[src/rtl/jpeg_pixel_writer.sv]
// RGB888 pixel stream to RGB565 framebuffer writer for the JPEG decoder output.
// Two-stage pipeline: S1 converts colour and forms y*width, S2 forms the address and range check.
module jpeg_pixel_writer #(
   parameter int unsigned ADDR_W = 32
) (
   input  logic              clk_i,
   input  logic              rst_i,
   input  logic [ADDR_W-1:0] frame_base_i,
   input  logic              inport_valid_i,
   output logic              inport_accept_o,
   input  logic [15:0]       inport_width_i,
   input  logic [15:0]       inport_height_i,
   input  logic [15:0]       inport_pixel_x_i,
   input  logic [15:0]       inport_pixel_y_i,
   input  logic [7:0]        inport_pixel_r_i,
   input  logic [7:0]        inport_pixel_g_i,
   input  logic [7:0]        inport_pixel_b_i,
   output logic              wr_valid_o,
   input  logic              wr_ready_i,
   output logic [ADDR_W-1:0] wr_addr_o,
   output logic [15:0]       wr_data_o,
   output logic              frame_done_o,
   output logic              err_o,
   output logic              idle_o
);

   localparam int unsigned PIX_W  = 16;
   localparam int unsigned DATA_W = 16;
   localparam int unsigned CNT_W  = 32;

   localparam logic [0:0] ST_IDLE   = 1'b0;
   localparam logic [0:0] ST_ACTIVE = 1'b1;

   logic [0:0]        r_state;
   logic [0:0]        w_next_state;

   logic              r_s1_valid;
   logic [DATA_W-1:0] r_s1_rgb;
   logic [CNT_W-1:0]  r_s1_prod;
   logic [PIX_W-1:0]  r_s1_x;
   logic [PIX_W-1:0]  r_s1_y;
   logic [PIX_W-1:0]  r_s1_w;
   logic [PIX_W-1:0]  r_s1_h;

   logic              r_s2_valid;
   logic [ADDR_W-1:0] r_s2_addr;
   logic [DATA_W-1:0] r_s2_data;
   logic              r_s2_in_range;

   logic [ADDR_W-1:0] r_base_q;
   logic [CNT_W-1:0]  r_total;
   logic [CNT_W-1:0]  r_count;
   logic              r_err;
   logic              r_frame_done;

   logic              w_accept;
   logic              w_s1_advance;
   logic              w_s2_retire;
   logic              w_frame_start;
   logic              w_frame_end;
   logic              w_last;
   logic [DATA_W-1:0] w_rgb565;
   logic [CNT_W-1:0]  w_prod;
   logic [CNT_W-1:0]  w_total;
   logic [CNT_W-1:0]  w_off;
   logic [ADDR_W-1:0] w_addr;
   logic              w_in_range;

   // Handshake: backpressure ripples combinationally from the write sink to the pixel source.
   assign w_s2_retire     = r_s2_valid & (~r_s2_in_range | wr_ready_i);
   assign w_s1_advance    = ~r_s2_valid | w_s2_retire;
   assign inport_accept_o = ~r_s1_valid | w_s1_advance;
   assign w_accept        = inport_valid_i & inport_accept_o;

   // S1 datapath from the raw input pixel.
   assign w_rgb565 = {inport_pixel_r_i[7:3], inport_pixel_g_i[7:2], inport_pixel_b_i[7:3]};
   assign w_prod   = CNT_W'(inport_pixel_y_i) * CNT_W'(inport_width_i);
   assign w_total  = CNT_W'(inport_width_i) * CNT_W'(inport_height_i);

   // S2 datapath from S1 registers; address arithmetic wraps at ADDR_W.
   assign w_off      = r_s1_prod + CNT_W'(r_s1_x);
   assign w_addr     = r_base_q + ADDR_W'({w_off, 1'b0});
   assign w_in_range = (r_s1_x < r_s1_w) && (r_s1_y < r_s1_h);

   assign w_last = ({1'b0, r_count} + (CNT_W + 1)'(1)) >= {1'b0, r_total};

   // Next-state logic: frame opens on the first accepted pixel, closes on the last retire.
   always_comb begin
      w_next_state  = r_state;
      w_frame_start = 1'b0;
      w_frame_end   = 1'b0;
      case (r_state)
         ST_IDLE: begin
            if (w_accept) begin
               w_next_state  = ST_ACTIVE;
               w_frame_start = 1'b1;
            end
         end
         ST_ACTIVE: begin
            if (w_s2_retire && w_last) begin
               w_next_state = ST_IDLE;
               w_frame_end  = 1'b1;
            end
         end
         default: w_next_state = ST_IDLE;
      endcase
   end

   always_ff @(posedge clk_i) begin
      if (rst_i) begin
         r_state <= ST_IDLE;
      end else begin
         r_state <= w_next_state;
      end
   end

   // Pipeline registers; a held S2 also stalls S1.
   always_ff @(posedge clk_i) begin
      if (rst_i) begin
         r_s1_valid    <= 1'b0;
         r_s1_rgb      <= '0;
         r_s1_prod     <= '0;
         r_s1_x        <= '0;
         r_s1_y        <= '0;
         r_s1_w        <= '0;
         r_s1_h        <= '0;
         r_s2_valid    <= 1'b0;
         r_s2_addr     <= '0;
         r_s2_data     <= '0;
         r_s2_in_range <= 1'b0;
      end else begin
         if (inport_accept_o) begin
            r_s1_valid <= inport_valid_i;
            if (inport_valid_i) begin
               r_s1_rgb  <= w_rgb565;
               r_s1_prod <= w_prod;
               r_s1_x    <= inport_pixel_x_i;
               r_s1_y    <= inport_pixel_y_i;
               r_s1_w    <= inport_width_i;
               r_s1_h    <= inport_height_i;
            end
         end
         if (w_s1_advance) begin
            r_s2_valid <= r_s1_valid;
            if (r_s1_valid) begin
               r_s2_addr     <= w_addr;
               r_s2_data     <= r_s1_rgb;
               r_s2_in_range <= w_in_range;
            end
         end
      end
   end

   // Per-frame bookkeeping: base and pixel total come from the first pixel only.
   always_ff @(posedge clk_i) begin
      if (rst_i) begin
         r_base_q     <= '0;
         r_total      <= '0;
         r_count      <= '0;
         r_err        <= 1'b0;
         r_frame_done <= 1'b0;
      end else begin
         r_frame_done <= w_frame_end;
         if (w_frame_start) begin
            r_base_q <= frame_base_i;
            r_total  <= w_total;
            r_count  <= '0;
         end else if (w_frame_end) begin
            r_count  <= '0;
         end else if ((r_state == ST_ACTIVE) && w_s2_retire) begin
            r_count  <= r_count + CNT_W'(1);
         end
         // A dropped pixel outranks the frame-start clear on the same edge.
         if (w_s2_retire && !r_s2_in_range) begin
            r_err <= 1'b1;
         end else if (w_frame_start) begin
            r_err <= 1'b0;
         end
      end
   end

   assign wr_valid_o   = r_s2_valid & r_s2_in_range;
   assign wr_addr_o    = r_s2_addr;
   assign wr_data_o    = r_s2_data;
   assign frame_done_o = r_frame_done;
   assign err_o        = r_err;
   assign idle_o       = (r_state == ST_IDLE) & ~r_s1_valid & ~r_s2_valid;

endmodule
[config.mk]
export PLATFORM = sky130hd
export DESIGN_NAME = jpeg_pixel_writer
export DESIGN_NICKNAME = d
export VERILOG_FILES = /design/src/rtl/jpeg_pixel_writer.sv
export SDC_FILE = /design/constraint.sdc
export NUM_CORES = 2
export LEC_CHECK = 0
export BUFFER_PORTS_ARGS = -buffer_cell sky130_fd_sc_hd__buf_2
export CAP_MARGIN = 20
export CORE_ASPECT_RATIO = 0.6
export CORE_MARGIN = 4
export CORE_UTILIZATION = 58
export DETAILED_ROUTE_END_ITERATION = 8
export PLACE_DENSITY = 0.79
export REMOVE_ABC_BUFFERS = 1
export SLEW_MARGIN = 20
export SYNTH_ARGS = -nofsm -noshare
export SYNTH_HDL_FRONTEND = slang
export SYNTH_SLANG_ARGS = --single-unit
[constraint.sdc]
create_clock -name clk_i -period 6.25 [get_ports clk_i]
set_input_delay 0.3125 -clock clk_i [delete_from_list [all_inputs] [get_ports clk_i]]
set_output_delay 0.3125 -clock clk_i [all_outputs]
set_load 0.05 [all_outputs]
## Word-level counts from Yosys, hierarchy flattened

Cells that the tools add are included.

| operators by class | value |
|---|---|
| add/subtract/negate cells | 4 |
| $mul | 2 |
| magnitude comparators | 3 |
| muxes and demuxes | 8 |
| bitwise logic cells | 12 |
| reductions and logical operators | 9 |

Operator list:

| cell | number |
|---|---|
| 32-bit by 1-bit adder with 33-bit output, second input constant | 1 |
| 33-bit by 32-bit >= comparator with 1-bit output | 1 |
| 32-bit by 1-bit adder with 32-bit output, second input constant | 1 |
| 32-bit adder | 1 |
| 16-bit less-than comparator | 2 |
| 16-bit by 16-bit multiplier with 32-bit output | 1 |
| 31-bit by 16-bit adder with 31-bit output | 1 |
| 16-bit by 16-bit multiplier with 31-bit output | 1 |
| 1-bit 2-to-1 mux | 7 |
| 1-bit bitwise AND | 5 |
| 1-bit logical AND | 4 |
| 1-bit inverter | 4 |
| 2-bit AND reduction | 2 |
| 1-bit bitwise OR | 3 |
| 3-bit OR reduction | 1 |
| 1-bit case mux with 2 select lines | 1 |
| 2-bit nonzero test | 1 |
| 1-bit zero test | 1 |

| storage, ports and cells | value |
|---|---|
| bits in registers | 261 |
| bits of input ports | 124 |
| output and inout bits | 53 |
| logic and storage cells | 55 |

## Longest topological paths before layout

| logic depth | value |
|---|---|
| depth in word-level cells | 10 |
| gate-level depth with buffers | 25 |
| gate-level depth less buffers | 23 |

## Least setup slack after synthesis

No wires, ideal clock.

| path | value |
|---|---|
| kind | input-to-reg |
| from | in inport_height_i[7] |
| to | reg r_total[29] |
| library setup time | 0.117 ns |
| arrival | 5.987 ns |
| data required time | 6.133 ns |
| setup slack | 0.146 ns |
| stages | 24 |
| path buffers | 2 |
| cell sequence | clkbuf_1 clkbuf_1 nand2_1 fa_1 inv_1 fa_1 inv_1 fa_1 inv_1 fa_1 fa_1 inv_1 fa_1 inv_1 ha_1 a21o_1 a211o_1 a211oi_1 o31ai_1 a21oi_1 o21ai_2 a31oi_1 xnor2_1 a22o_1 |

| between the ends | value |
|---|---|
| longest elaborated chain between the ends | 1 |

Ends and longest elaborated chain:

| item | RTL line | source |
|---|---|---|
| start, declared | 12 | `input logic [15:0] inport_height_i,` |
| 16-bit by 16-bit multiplier with 32-bit output | 78 | `assign w_total = CNT_W'(inport_width_i) * CNT_W'(inport_height_i);` |
| end signal, assigned | 166 | `r_total <= w_total;` |
| end, declared | 51 | `logic [CNT_W-1:0] r_total;` |

Every way passes these cells.
A chain may end at the register's enable or synchronous reset.

## Worst setup path after layout

| path | value |
|---|---|
| from | in inport_width_i[7] |
| to | reg r_total[29] |

| between the ends | value |
|---|---|
| longest elaborated chain between the ends | 1 |

Ends and longest elaborated chain:

| item | RTL line | source |
|---|---|---|
| start, declared | 11 | `input logic [15:0] inport_width_i,` |
| 16-bit by 16-bit multiplier with 32-bit output | 78 |  |

Every way passes these cells.

==> results.json <==
{
  "outcome": "finished clean",
  "setup_tns_ps": 0,
  "drt-total-wl_um": 77100,
  "synth_top_family_by_area": "adder cells",
  "syn_area_um2": 30400,
  "crit_start": "inport_width_i[7]",
  "antenna_found_initial": 1,
  "design.die.area_um2": 56200,
  "cp_max_fo": 8,
  "ys.flop_type": "dfxtp_1",
  "critical-path-top-delay-family": "adder cells",
  "clock_path_buffers": 3,
  "fin_skew_ps": 19.8,
  "track_usage_pct": 28.1,
  "maxSlewViolCount": 0,
  "r2r_cells": 20,
  "ys_async_sr_fraction_pct": 0,
  "synth_xor_area_share_pct": 4.70,
  "fill_cells": 4249,
  "crit_path_cell_trace": "buf_2, nand2_1, fa_1, inv_1, fa_1, inv_1, fa_1, inv_1, fa_1, fa_1, inv_1, fa_1, inv_1, ha_1, a21o_1, a211o_1, a211oi_1, o31ai_1, buf_4, a21oi_1, o21ai_2, a31oi_1, xnor2_1, a22o_1",
  "globalRouteOverflowTotal": 0,
  "worstHoldEndpoint": "r_s1_rgb[1]",
  "worst-path-buf-inv": 7,
  "clk_root_buffer_cell": "clkbuf_16",
  "maxCapViolCount": 0,
  "grt_max_degree": 84,
  "worst_r2r_endpoint": "wr_addr_o[31]",
  "regArea_um2": 5230,
  "grt-busiest-layer": "met2",
  "yosysTopAreaCellShare_pct": 25.6,
  "ioPinCount": 177,
  "synthTopCellsByArea": "fa_1 (26%), dfxtp_1 (17%), ha_1 (13%)",
  "yosys-mux-area-fraction_pct": 0.0988,
  "synth_common_cells": "nand2_1 (745), inv_1 (525), fa_1 (389)",
  "place_congestion": 0.919,
  "dr.pass1.iters": 7,
  "regToRegSetupSlack_ps": 660,
  "finalNetCount": 4700,
  "place.port_buffers": 168,
  "final_antenna_net_count": 0,
  "numCtsBuffers": 23,
  "leakagePower_nw": 16.5,
  "grt_pass1_vias": 25848,
  "clkLatencyLatePin_ps": 550,
  "cp.required_ps": 6680,
  "yosysTopAreaCell": "fa_1",
  "finalCriticalPeriod_ps": 5810,
  "final_layout_size_suffix_gt1_share_pct": 10.3,
  "critPathKind": "primary input to flip-flop",
  "tightest_slew_ps": 940,
  "min_from": "inport_pixel_b_i[4]",
  "max_stage_delay_ps": 560,
  "placed_area_um2": 32600,
  "rsz0062_at_grt": "no",
  "max-slew-margin-rel_pct": 35.7,
  "synth_edf_count": 0,
  "ys_seq_area_share_pct": 17.2,
  "synth.avg_cell_area_um2": 8.26,
  "synth_fa_ha_area_share_pct": 38.5,
  "holdWs_ps": 11.1,
  "initial_utilization_pct": 59.1,
  "cp_data_arrival_time_ps": 6240,
  "use_met2_pct": 45.2,
  "end_kind": "flip-flop",
  "cp-start-kind": "primary input",
  "syn_inst": 3680,
  "die_h_um": 185,
  "core-area_um2": 51400,
  "peakVddDrop_mv": 0.696,
  "ys_ff_latch": 261,
  "vias_per_cell": 5.52,
  "power_mw": 17.2,
  "yosysWarnings": 0,
  "cpMostUsedCell": "fa_1",
  "cts_tree": "yes",
  "power.density_nw_per_um2": 511,
  "cts.sinks": 261,
  "routed-via-count": 25316,
  "drcViolationCount": 0,
  "synth-simple-area-share_pct": 19.6,
  "hold_depth": 3,
  "rows": 64,
  "hpwl_um": 61100,
  "timing.fmax_mhz": 172,
  "area_growth_pct": 11.0,
  "drt_iter0_markers": 1910,
  "wl_per_cell_um": 16.8,
  "hp-class": "primary input to flip-flop",
  "clk_pin_slew_ps": 70,
  "synth_compound_area_share_pct": 11.1,
  "finalSetupViolCount": 0,
  "yosysUniqueCellTypes": 87,
  "finalCritPeriodShare_pct": 93.0,
  "yosysMostFrequentCell": "nand2_1",
  "crit_slowest_cell": "fa_1",
  "grtUsageMet1_pct": 39.6,
  "use_met3_pct": 6.23,
  "die_width_um": 303,
  "r2r-start": "r_s1_x[1]",
  "h-tree-depth": 1,
  "hold_viol": 0,
  "design_area_um2": 33700,
  "grt_pass1_wl_um": 129000,
  "post_cts_resized": 0,
  "multi_input_area_um2": 22500
}
[timing repair]
item	4_1_cts	5_1_grt
endpoints found under the hold margin	29	1
setup buffers	0	0
hold buffers	29	1
[final cells by class]
cell class	instances	area share [%]
clock buffers	31	2.03
well taps	693	2.57
flip-flops and latches	261	15.5
clock inverters	11	0.460
inverters	525	5.84
repair buffers	342	6.86
multi-input cells	2721	66.7
diodes	1	0.00742
[sequential cells by signal, indices dropped and copies added, names as in the netlist, 16 cells and up]
name and cells:
r_base_q 32, r_count 32, r_s1_h 16, r_s1_prod 31, r_s1_rgb 16, r_s1_w 16
r_s1_x 16, r_s1_y 16, r_total 32, wr_addr_o 32, wr_data_o 16
[logic make-up (layout without fill, tap and decap cells)]
kind of cell,count (synthesis),in the layout
multiplexers,3,3
adder cells (fa/ha/maj),702,702
XOR/XNOR,163,163
flip-flops,261,261
buffers and inverters,698,909
AND/OR/NAND/NOR,1304,1304
other,0,1
AO/OA/AOI/OAI,549,549
[worst register-to-register path, cell delays in order (launching register included)]
cell	delay, ps
dfxtp_1	360
ha_1	290
a21o_1	100
a21oi_1	80
o21bai_1	200
a21boi_0	160
o21ai_0	390
a21oi_1	230
o31ai_1	730
nand2_1	180
xnor2_1	180
ha_1	420
and4_1	240
nand3_1	160
a2111oi_0	780
a221oi_1	240
a21oi_1	250
nor3_1	70
nor2_1	130
xnor2_1	80
a211oi_1	220
[placed cells by master (no fill, tap or decap), types with 7 or more instances in the layout]
cell type      instances
nand2_1              744
inv_1                525
fa_1                 389
ha_1                 313
a21oi_1              300
dfxtp_1              261
and2_1               232
buf_2                167
nor2_1               145
buf_4                137
xnor2_1               99
xor2_1                64
o21ai_0               55
a21o_1                50
nand3_1               39
dlygate4sd3_1         30
a211oi_1              25
and3_1                23
clkbuf_16             23
nand4_1               21
o21a_1                17
nor3_1                16
nor2b_1               15
or3_1                 11
nand2b_1              10
a31oi_1                9
and4_1                 8
clkbuf_8               8
o21bai_1               7
o31ai_1                7
o211ai_1               7
buf_12                 7
[metrics by stage]
step | cells | util (%) | setup WS [ps]
floorplan | 3507 | - | 96.6
global placement | 4511 | 63.4 | 72.2
detailed placement | 4511 | 63.4 | -15.3
CTS | 4582 | 65.6 | 515
global route | 4584 | 65.6 | 145
finish | 4585 | 65.6 | 438
[metal layers]
metal,up-vias,routed length [um]
li1,12001,-
met1,12355,34500
met2,846,34400
met3,114,6810
met4,0,1370
met5,-,0
[power breakdown]
group	total (mW)	switching, mW	internal, mW
combinational	13.7	7.43	6.23
clock	1.59	0.686	0.905
sequential	1.99	0.122	1.86
[worst max-delay path by stage]
| stage | end | slack (ps) | cells after the start |
|---|---|---|---|
| 6_report | r_total[29] | 440 | 24 |
| 5_1_grt | r_total[29] | 140 | 22 |
| 4_1_cts | r_total[29] | 510 | 24 |
| 3_5_place_dp | r_total[29] | -20 | 23 |
| 3_3_place_gp | r_total[29] | 70 | 24 |
| 2_1_floorplan | r_count[10] | 100 | 8 |
(Power assumes the default switching activity.)
